File: src/rtl/lector_sensor_temp.sv
// SPI-style reader for a digital temperature sensor: clocks out 16-bit frames,
// validates the 5-bit tag and publishes the signed 11-bit reading.
module lector_sensor_temp #(
    parameter int         DIV       = 4,
    parameter int         PERIODO   = 1000,
    parameter logic [4:0] ID_SENSOR = 5'b00011
) (
    input  logic               clk,
    input  logic               arst,
    input  logic               habilitar,
    input  logic               miso,
    output logic               sck,
    output logic               cs_n,
    output logic signed [10:0] temp_salida,
    output logic               temp_valida,
    output logic               error_trama,
    output logic [7:0]         contador_errores,
    output logic               ocupado
);

    localparam logic [2:0] REPOSO        = 3'd0;
    localparam logic [2:0] SELECCION     = 3'd1;
    localparam logic [2:0] TRANSFERENCIA = 3'd2;
    localparam logic [2:0] CIERRE        = 3'd3;
    localparam logic [2:0] ESPERA        = 3'd4;

    localparam logic [15:0] DIV_M1 = 16'(DIV - 1);
    localparam logic [15:0] PER_M1 = 16'(PERIODO - 1);

    logic [2:0]         estado_q, estado_d;
    logic [15:0]        cnt_q, cnt_d;
    logic               fase_q, fase_d;
    logic [3:0]         bit_q, bit_d;
    logic [15:0]        trama_q, trama_d;
    logic               miso_s1_q, miso_s2_q;
    logic               sck_q, cs_n_q, valida_q, error_q, ocupado_q;
    logic signed [10:0] temp_q;
    logic [7:0]         errores_q;
    logic               tag_ok;

    assign tag_ok = (trama_q[4:0] == ID_SENSOR);

    // cnt_q is shared: sck half-period timer during the frame, gap timer in ESPERA
    always_comb begin
        estado_d = estado_q;
        cnt_d    = cnt_q;
        fase_d   = fase_q;
        bit_d    = bit_q;
        trama_d  = trama_q;
        case (estado_q)
            REPOSO: begin
                if (habilitar) begin
                    estado_d = SELECCION;
                    cnt_d    = '0;
                end
            end
            SELECCION: begin
                if (cnt_q == DIV_M1) begin
                    cnt_d    = '0;
                    fase_d   = 1'b0;
                    bit_d    = '0;
                    estado_d = TRANSFERENCIA;
                end else begin
                    cnt_d = cnt_q + 16'd1;
                end
            end
            TRANSFERENCIA: begin
                if (cnt_q == DIV_M1) begin
                    cnt_d  = '0;
                    fase_d = ~fase_q;
                    if (fase_q) begin
                        trama_d = {trama_q[14:0], miso_s2_q};
                        bit_d   = bit_q + 4'd1;
                        if (bit_q == 4'd15)
                            estado_d = CIERRE;
                    end
                end else begin
                    cnt_d = cnt_q + 16'd1;
                end
            end
            CIERRE: begin
                // CIERRE is the first cycle of the inter-frame gap
                if (PERIODO == 1) begin
                    cnt_d    = '0;
                    estado_d = habilitar ? SELECCION : REPOSO;
                end else begin
                    cnt_d    = 16'd1;
                    estado_d = ESPERA;
                end
            end
            ESPERA: begin
                if (cnt_q == PER_M1) begin
                    cnt_d    = '0;
                    estado_d = habilitar ? SELECCION : REPOSO;
                end else begin
                    cnt_d = cnt_q + 16'd1;
                end
            end
            default: estado_d = REPOSO;
        endcase
    end

    always_ff @(posedge clk or posedge arst) begin
        if (arst) begin
            estado_q  <= REPOSO;
            cnt_q     <= '0;
            fase_q    <= 1'b0;
            bit_q     <= '0;
            trama_q   <= '0;
            miso_s1_q <= 1'b0;
            miso_s2_q <= 1'b0;
            sck_q     <= 1'b0;
            cs_n_q    <= 1'b1;
            valida_q  <= 1'b0;
            error_q   <= 1'b0;
            ocupado_q <= 1'b0;
            temp_q    <= '0;
            errores_q <= '0;
        end else begin
            estado_q  <= estado_d;
            cnt_q     <= cnt_d;
            fase_q    <= fase_d;
            bit_q     <= bit_d;
            trama_q   <= trama_d;
            miso_s1_q <= miso;
            miso_s2_q <= miso_s1_q;
            // pin outputs follow the state one cycle later, keeping them glitch-free
            cs_n_q    <= !(estado_q == SELECCION || estado_q == TRANSFERENCIA);
            sck_q     <= (estado_q == TRANSFERENCIA) && fase_q;
            valida_q  <= (estado_q == CIERRE) && tag_ok;
            error_q   <= (estado_q == CIERRE) && !tag_ok;
            ocupado_q <= (estado_d != REPOSO);
            if (estado_q == CIERRE) begin
                if (tag_ok)
                    temp_q <= $signed(trama_q[15:5]);
                else if (errores_q != 8'hFF)
                    errores_q <= errores_q + 8'd1;
            end
        end
    end

    assign sck              = sck_q;
    assign cs_n             = cs_n_q;
    assign temp_salida      = temp_q;
    assign temp_valida      = valida_q;
    assign error_trama      = error_q;
    assign contador_errores = errores_q;
    assign ocupado          = ocupado_q;

endmodule

File: config.mk
export PLATFORM = sky130hd
export DESIGN_NAME = lector_sensor_temp
export DESIGN_NICKNAME = d
export VERILOG_FILES = /design/src/rtl/lector_sensor_temp.sv
export SDC_FILE = /design/constraint.sdc
export NUM_CORES = 1
export LEC_CHECK = 0
export CAP_MARGIN = 30
export CORE_MARGIN = 2
export CORE_UTILIZATION = 30
export CTS_CLUSTER_DIAMETER = 80
export CTS_CLUSTER_SIZE = 20
export DETAILED_ROUTE_END_ITERATION = 10
export PLACE_DENSITY = 0.5
export REMOVE_ABC_BUFFERS = 1
export SLEW_MARGIN = 20
export SYNTH_ARGS = -nofsm -noshare
export SYNTH_HDL_FRONTEND = slang
export SYNTH_SLANG_ARGS = --single-unit
File: constraint.sdc
create_clock -name clk -period 2.25 [get_ports clk]
set_clock_uncertainty 0.05 [all_clocks]
set_input_delay 0.45 -clock clk [delete_from_list [all_inputs] [get_ports clk]]
set_output_delay 0.45 -clock clk [all_outputs]
set_load 0.02 [all_outputs]
==> results of run 1 <==
-- final cells by class --
class,instances,share of cell area
timing repair buffer,37,0.102
clock inverter,7,0.0217
multi-input combinational,162,0.338
inverter,3,0.00310
tap,133,0.0458
clock buffer,9,0.0341
sequential,66,0.455
-- cell usage after synthesis (2+ instances only) --
cell type | number | area [um2]
nor3_1 | 6 | 30.0
nand2_1 | 14 | 52.6
ha_1 | 3 | 37.5
xor2_1 | 6 | 52.6
a22o_1 | 2 | 17.5
buf_2 | 6 | 30.0
nor3b_1 | 2 | 15.0
clkbuf_1 | 2 | 7.51
nand3b_1 | 3 | 22.5
inv_1 | 3 | 11.3
xnor2_1 | 13 | 114
and4_1 | 3 | 26.3
mux2_2 | 19 | 214
or3b_2 | 2 | 17.5
dfrtp_1 | 65 | 1630
and3_1 | 5 | 31.3
nand4_1 | 13 | 81.3
o21ai_0 | 11 | 55.1
o211ai_1 | 2 | 15.0
buf_12 | 2 | 40.0
a21o_1 | 3 | 22.5
a21oi_1 | 2 | 10.0
nor2_1 | 17 | 63.8
and2_1 | 2 | 12.5
nand3_1 | 10 | 50.1
mux2_4 | 9 | 135
buf_6 | 2 | 22.5
-- power breakdown --
group	internal (mW)	switching, mW
sequential	1.19	0.000427
combinational	0.0128	0.0261
clock	0.520	0.487
total	1.72	0.514
-- path summary, 6_finish.rpt --
kind	from	endpoint	slack [ns]	cells past startpoint
worst max-delay path	cnt_q[1]$_DFFE_PP0P_	cnt_q[6]$_DFFE_PP0P_	0.21	8
worst min-delay path	miso_s1_q$_DFF_PP0_	miso_s2_q$_DFF_PP0_	0.31	0
worst max register to register	cnt_q[1]$_DFFE_PP0P_	cnt_q[6]$_DFFE_PP0P_	0.21	8
worst min register to register	miso_s1_q$_DFF_PP0_	miso_s2_q$_DFF_PP0_	0.31	0
max in group asynchronous	arst	contador_errores[0]$_DFFE_PP0P_	1.26	3
min in group asynchronous	arst	bit_q[3]$_DFFE_PP0P_	0.38	2
-- cell families (layout without fill, tap and decap cells) --
group	count (synthesis)	count (layout)
and+or+nand+nor	88	88
DFF	66	66
muxes	28	28
AOI/OAI and AO/OA	24	24
xor gates and xnor gates	19	19
buffers and inverters	15	56
adders and majority gates	3	3
-- metal layers --
layer  vias to the layer above  share of wire  GRT usage
li1                        940              -          -
met4                         0          0.022     0.0666
met2                        36           0.45      0.170
met3                         8          0.034     0.0302
met1                       939           0.50      0.147
met5                         -              0          0
-- state kept, by name, summed over array words and instances (netlist names), 3 cells and up --
name,count
contador_errores,8
bit_q,4
estado_q,3
cnt_q,16
temp_salida,11
trama_q,16
-- metrics by stage --
step           utilization  instances
4_1_cts              0.373        417
6_report             0.373        417
3_5_place_dp         0.352        401
5_1_grt              0.373        417
3_3_place_gp         0.352        401
2_1_floorplan            -        231
-- worst max-delay path: stages, from the launching register on --
cell and delay (ns):
dfrtp_1 0.41, ha_1 0.20, nor4b_2 0.16, and4_1 0.21
buf_4 0.16, o2bb2ai_2 0.38, nor2_1 0.11, buf_4 0.18
nor2_1 0.11
==> run summary, run 1 <==
Mapped Cells: 243
Hold buffer count at cts: 0
Diode count: 0
Port Buffer Count: 27
Initial DRC Count: 63
Max-slew violations: 0
Post-synth ARST share: 1.00
Critical Path RT: 2.47 ns
DR pass1 iterations: 4
Min cycle time layout: 2.04 ns
Pre-CTS setup slack: 0.112 ns
Final-stage net count: 286
Root Buffer: clkbuf_8
Startpoint Class: flip-flop
Register area share after synthesis: 0.553
Gr usage total: 0.113
Post-route antenna net violation count: 0
Synthesis Warnings: 0
HP Class: flip-flop to flip-flop
Peak VDD IR: 239 uV
Total power: 2.23 mW
RSZ-0062 raised after global routing: no
Outcome: finished clean
Setup CP Type: flip-flop to flip-flop
CP Capture Type: flip-flop
Register bit total from synthesis: 66
Deepest clock path buffer count: 2
# resized after CTS: 0
Finish-stage setup viols: 0
Adder-cell share of the synthesized area: 0.0126
Worst-path clk slew: 0.07 ns
Largest net degree at the start of global routing: 23
Max Freq: 490 MHz
Final WL: 5.43 mm
Worst-path fanout max: 9
Post-synth EDFFs: 0
Top FF cell, synth: dfrtp_1
Largest family of logic cells by synthesized area: simple AND/OR/NAND/NOR gates
Synthesized area per cell: 12.3 um2
Xor-xnor portion of the synthesized cell area: 0.0556
Final period util: 0.908
Cell Area, Synth: 0.00299 mm2
CTS sink count: 66
Initial core utilization: 0.307
Final GP Congestion: 0.804
WL per Instance: 13.0 um
Rel. slew slack: 0.694
Multi-input logic area: 0.00123 mm2
Mux contribution to synthesized area: 0.117
Post-Layout Inst Area: 0.00363 mm2
Min Hold Slack: 0.307 ns
IO Pins: 28
Worst setup margin: 0.208 ns
Die Footprint: 0.0108 mm2
H-tree depth: 3
CTS tree: yes
GRT overflow: 0
Total setup buffers inserted after CTS: 0
Share of post-route cells with drive strength above 1: 0.236
Synth unique cells: 43
Final hold vios: 0
Power per Cell Area: 616 mW/mm2
TritonCTS Buffers: 9
Worst skew pair latency: 0.35 ns
Die W: 104 um
Dpl cell area: 0.00343 mm2
Max-Cap Viols: 0
Fill cell count: 984
Most frequent cells in the layout: 65 x dfrtp_1, 27 x clkdlybuf4s50_1, 19 x mux2_2
Commonest non-fill, non-tap cell in the layout: dfrtp_1
DRC violations left: 0
Final HPWL DP: 3.77 mm
Vias after detailed routing: 1923
Compound-cell area share of the yosys netlist: 0.0536
Layout overhead on the synthesized area: 21.4%
Worst slew pin tran: 0.458 ns
Core region area: 0.00973 mm2
Synth Area in Simple Gates: 0.172
Storage cell area: 0.00165 mm2
Initial antenna violation count: 0
Die Ht: 104 um
Leak: 1.63 nW
Vias in the first global route: 1941
Setup TNS: 0 ns
Worst path arrival time: 2.27 ns
Via density: 4.61
First-pass GRT wire length: 9.69 mm
Num rows: 36
Note: power is estimated with default switching activity, not from simulation.
==> inputs of run 2 (changes only) <==
--- a/config.mk
+++ b/config.mk
@@ -13,6 +13,7 @@
 export DETAILED_ROUTE_END_ITERATION = 10
 export PLACE_DENSITY = 0.5
 export REMOVE_ABC_BUFFERS = 1
+export SKIP_LAST_GASP = 1
 export SLEW_MARGIN = 20
 export SYNTH_ARGS = -nofsm -noshare
 export SYNTH_HDL_FRONTEND = slang
==> results of run 2 <==
The final DEF is identical to that of run 1; final timing and power are the same.
==> inputs of run 3 (changes only) <==
--- a/config.mk
+++ b/config.mk
@@ -11,7 +11,7 @@
 export CTS_CLUSTER_DIAMETER = 80
 export CTS_CLUSTER_SIZE = 20
 export DETAILED_ROUTE_END_ITERATION = 10
-export PLACE_DENSITY = 0.5
+export PLACE_DENSITY_LB_ADDON = 0.1
 export REMOVE_ABC_BUFFERS = 1
 export SKIP_LAST_GASP = 1
 export SLEW_MARGIN = 20
==> constraint.sdc (replaced) <==
create_clock -name clk -period 2.06 [get_ports clk]
set_clock_uncertainty 0.05 [all_clocks]
set_input_delay 0.412 -clock clk [delete_from_list [all_inputs] [get_ports clk]]
set_output_delay 0.412 -clock clk [all_outputs]
set_load 0.02 [all_outputs]
==> run summary, run 3 (synthesized netlist as in run 1, its figures left out) <==
Outcome: finished clean
DR pass1 iterations: 5
Sw Pwr: 564 uW
Critical Path RT: 2.23 ns
Finish-stage setup viols: 0
TritonCTS Buffers: 9
Root Buffer: clkbuf_8
Pint: 1.88 mW
Die Footprint: 0.0108 mm2
Final std cells w/o fill: 425
Max Freq: 518 MHz
Final HPWL DP: 3.88 mm
Via density: 4.58
Setup TNS: 0 ns
Layout Utilization: 0.381
Seq pwr share: 0.532
Layout overhead on the synthesized area: 24.1%
Final GP Congestion: 0.735
Die W: 104 um
Max-Cap Viols: 0
Port Buffer Count: 27
Worst path arrival time: 2.10 ns
Pre-CTS setup slack: 0.0158 ns
Gr usage total: 0.111
Share of post-route cells with drive strength above 1: 0.257
Largest net degree at the start of global routing: 41
Worst-path clk slew: 0.08 ns
Commonest non-fill, non-tap cell in the layout: dfrtp_1
Num rows: 36
Placed instance count: 409
Worst skew pair latency: 0.34 ns
WL per Instance: 13.2 um
Initial antenna violation count: 0
DRC violations left: 0
Hold buffer count at cts: 0
Most frequent cells in the layout: 65 x dfrtp_1, 27 x clkdlybuf4s50_1, 19 x mux2_2
Hold-critical path depth: 0
Final hold vios: 0
RSZ-0062 raised after global routing: no
First-pass GRT wire length: 9.59 mm
Peak VDD IR: 292 uV
IO Pins: 28
Diode count: 0
Initial core utilization: 0.307
Final-stage net count: 294
Initial DRC Count: 93
Final WL: 5.62 mm
Setup CP Type: flip-flop to flip-flop
Vias in the first global route: 1959
Worst slew pin tran: 0.487 ns
Vias after detailed routing: 1947
Clock share of power: 0.452
CP Capture Type: flip-flop
Deepest clock path buffer count: 2
Sw frac: 0.231
Worst-path fanout max: 17
Startpoint Class: flip-flop
Max-slew violations: 0
Post-route antenna net violation count: 0
Worst setup margin: 0.130 ns
Rel. slew slack: 0.675
CTS tree: yes
Min cycle time layout: 1.93 ns
HP Class: flip-flop to flip-flop
CTS sink count: 66
GRT overflow: 0
Core region area: 0.00973 mm2
Comb power frac: 0.017
Final period util: 0.937
H-tree depth: 3
Power per Cell Area: 658 mW/mm2
R2r worst-path depth: 5
Die Ht: 104 um
Leak: 1.68 nW
-- run 3: changes by cell type in the layout (fill, tap and decap cells not counted) --
cell and delta:
buf_4 +8, clkinv_4 -1, clkinvlp_4 +1, nor4_2 -1, nor4_4 +1, o2bb2ai_2 -1
o2bb2ai_4 +1
-- run 3: layout make-up --
| class | count | area [um2] |
|---|---|---|
| clock inverters | 7 | 77.6 |
| well taps | 133 | 166 |
| multi-input cells | 162 | 1250 |
| clock buffers | 9 | 124 |
| flip-flops and latches | 66 | 1650 |
| repair buffers | 45 | 430 |
| fillers | 986 | 6020 |
| inverters | 3 | 11.3 |
-- run 3: worst max-delay path, cell delays in order, from the launching register on --
cell and delay (ns):
dfrtp_1 0.35, ha_1 0.19, nor4b_2 0.26, and4_1 0.25, and2_4 0.32, mux2_2 0.37
-- run 3: repair_timing --
item | CTS | global route
setup endpoints to repair | 0 | 18
resized for setup | 0 | 2
endpoints found under the hold margin | 0 | 0
buffers inserted | 0 | 0
-- run 3: routing by layer --
metal | wire length (um) | vias up | track usage
met2 | 2580 | 31 | 0.167
met5 | 0 | - | 0
met4 | 70 | 0 | 0.0347
met3 | 204 | 6 | 0.0441
met1 | 2770 | 957 | 0.148
li1 | - | 953 | -
-- run 3: worst paths after layout --
check | end | start | slack, ns
setup / recovery | trama_q[10]$_DFFE_PP0P_ | cnt_q[0]$_DFFE_PP0P_ | 0.13
hold / removal | miso_s2_q$_DFF_PP0_ | miso_s1_q$_DFF_PP0_ | 0.31
setup reg to reg | trama_q[10]$_DFFE_PP0P_ | cnt_q[0]$_DFFE_PP0P_ | 0.13
hold reg to reg | miso_s2_q$_DFF_PP0_ | miso_s1_q$_DFF_PP0_ | 0.31
max in group asynchronous | cs_n$_DFF_PP1_ | arst | 1.27
min in group asynchronous | temp_salida[8]$_DFFE_PP0P_ | arst | 0.38
-- run 3: through the flow --
stage | power [mW] | area, um2 | hold slack (ns)
after detailed placement | 1.37 | 3490 | 0.292
after global routing | 2.55 | 3710 | 0.315
after CTS | 2.50 | 3690 | 0.310
after floorplan | 1.34 | 2890 | 0.281
after global placement | 1.37 | 3490 | 0.288
final | 2.44 | 3710 | 0.307
-- run 3: power groups by stage --
| stage | Clock, mW | Sequential [mW] | Combinational (mW) |
|---|---|---|---|
| after global placement | 0 | 1.32 | 0.0444 |
| after floorplan | 0 | 1.32 | 0.0190 |
| after CTS | 1.15 | 1.30 | 0.0441 |
| after global routing | 1.20 | 1.30 | 0.0477 |
| after detailed placement | 0 | 1.32 | 0.0442 |
| final | 1.10 | 1.30 | 0.0405 |
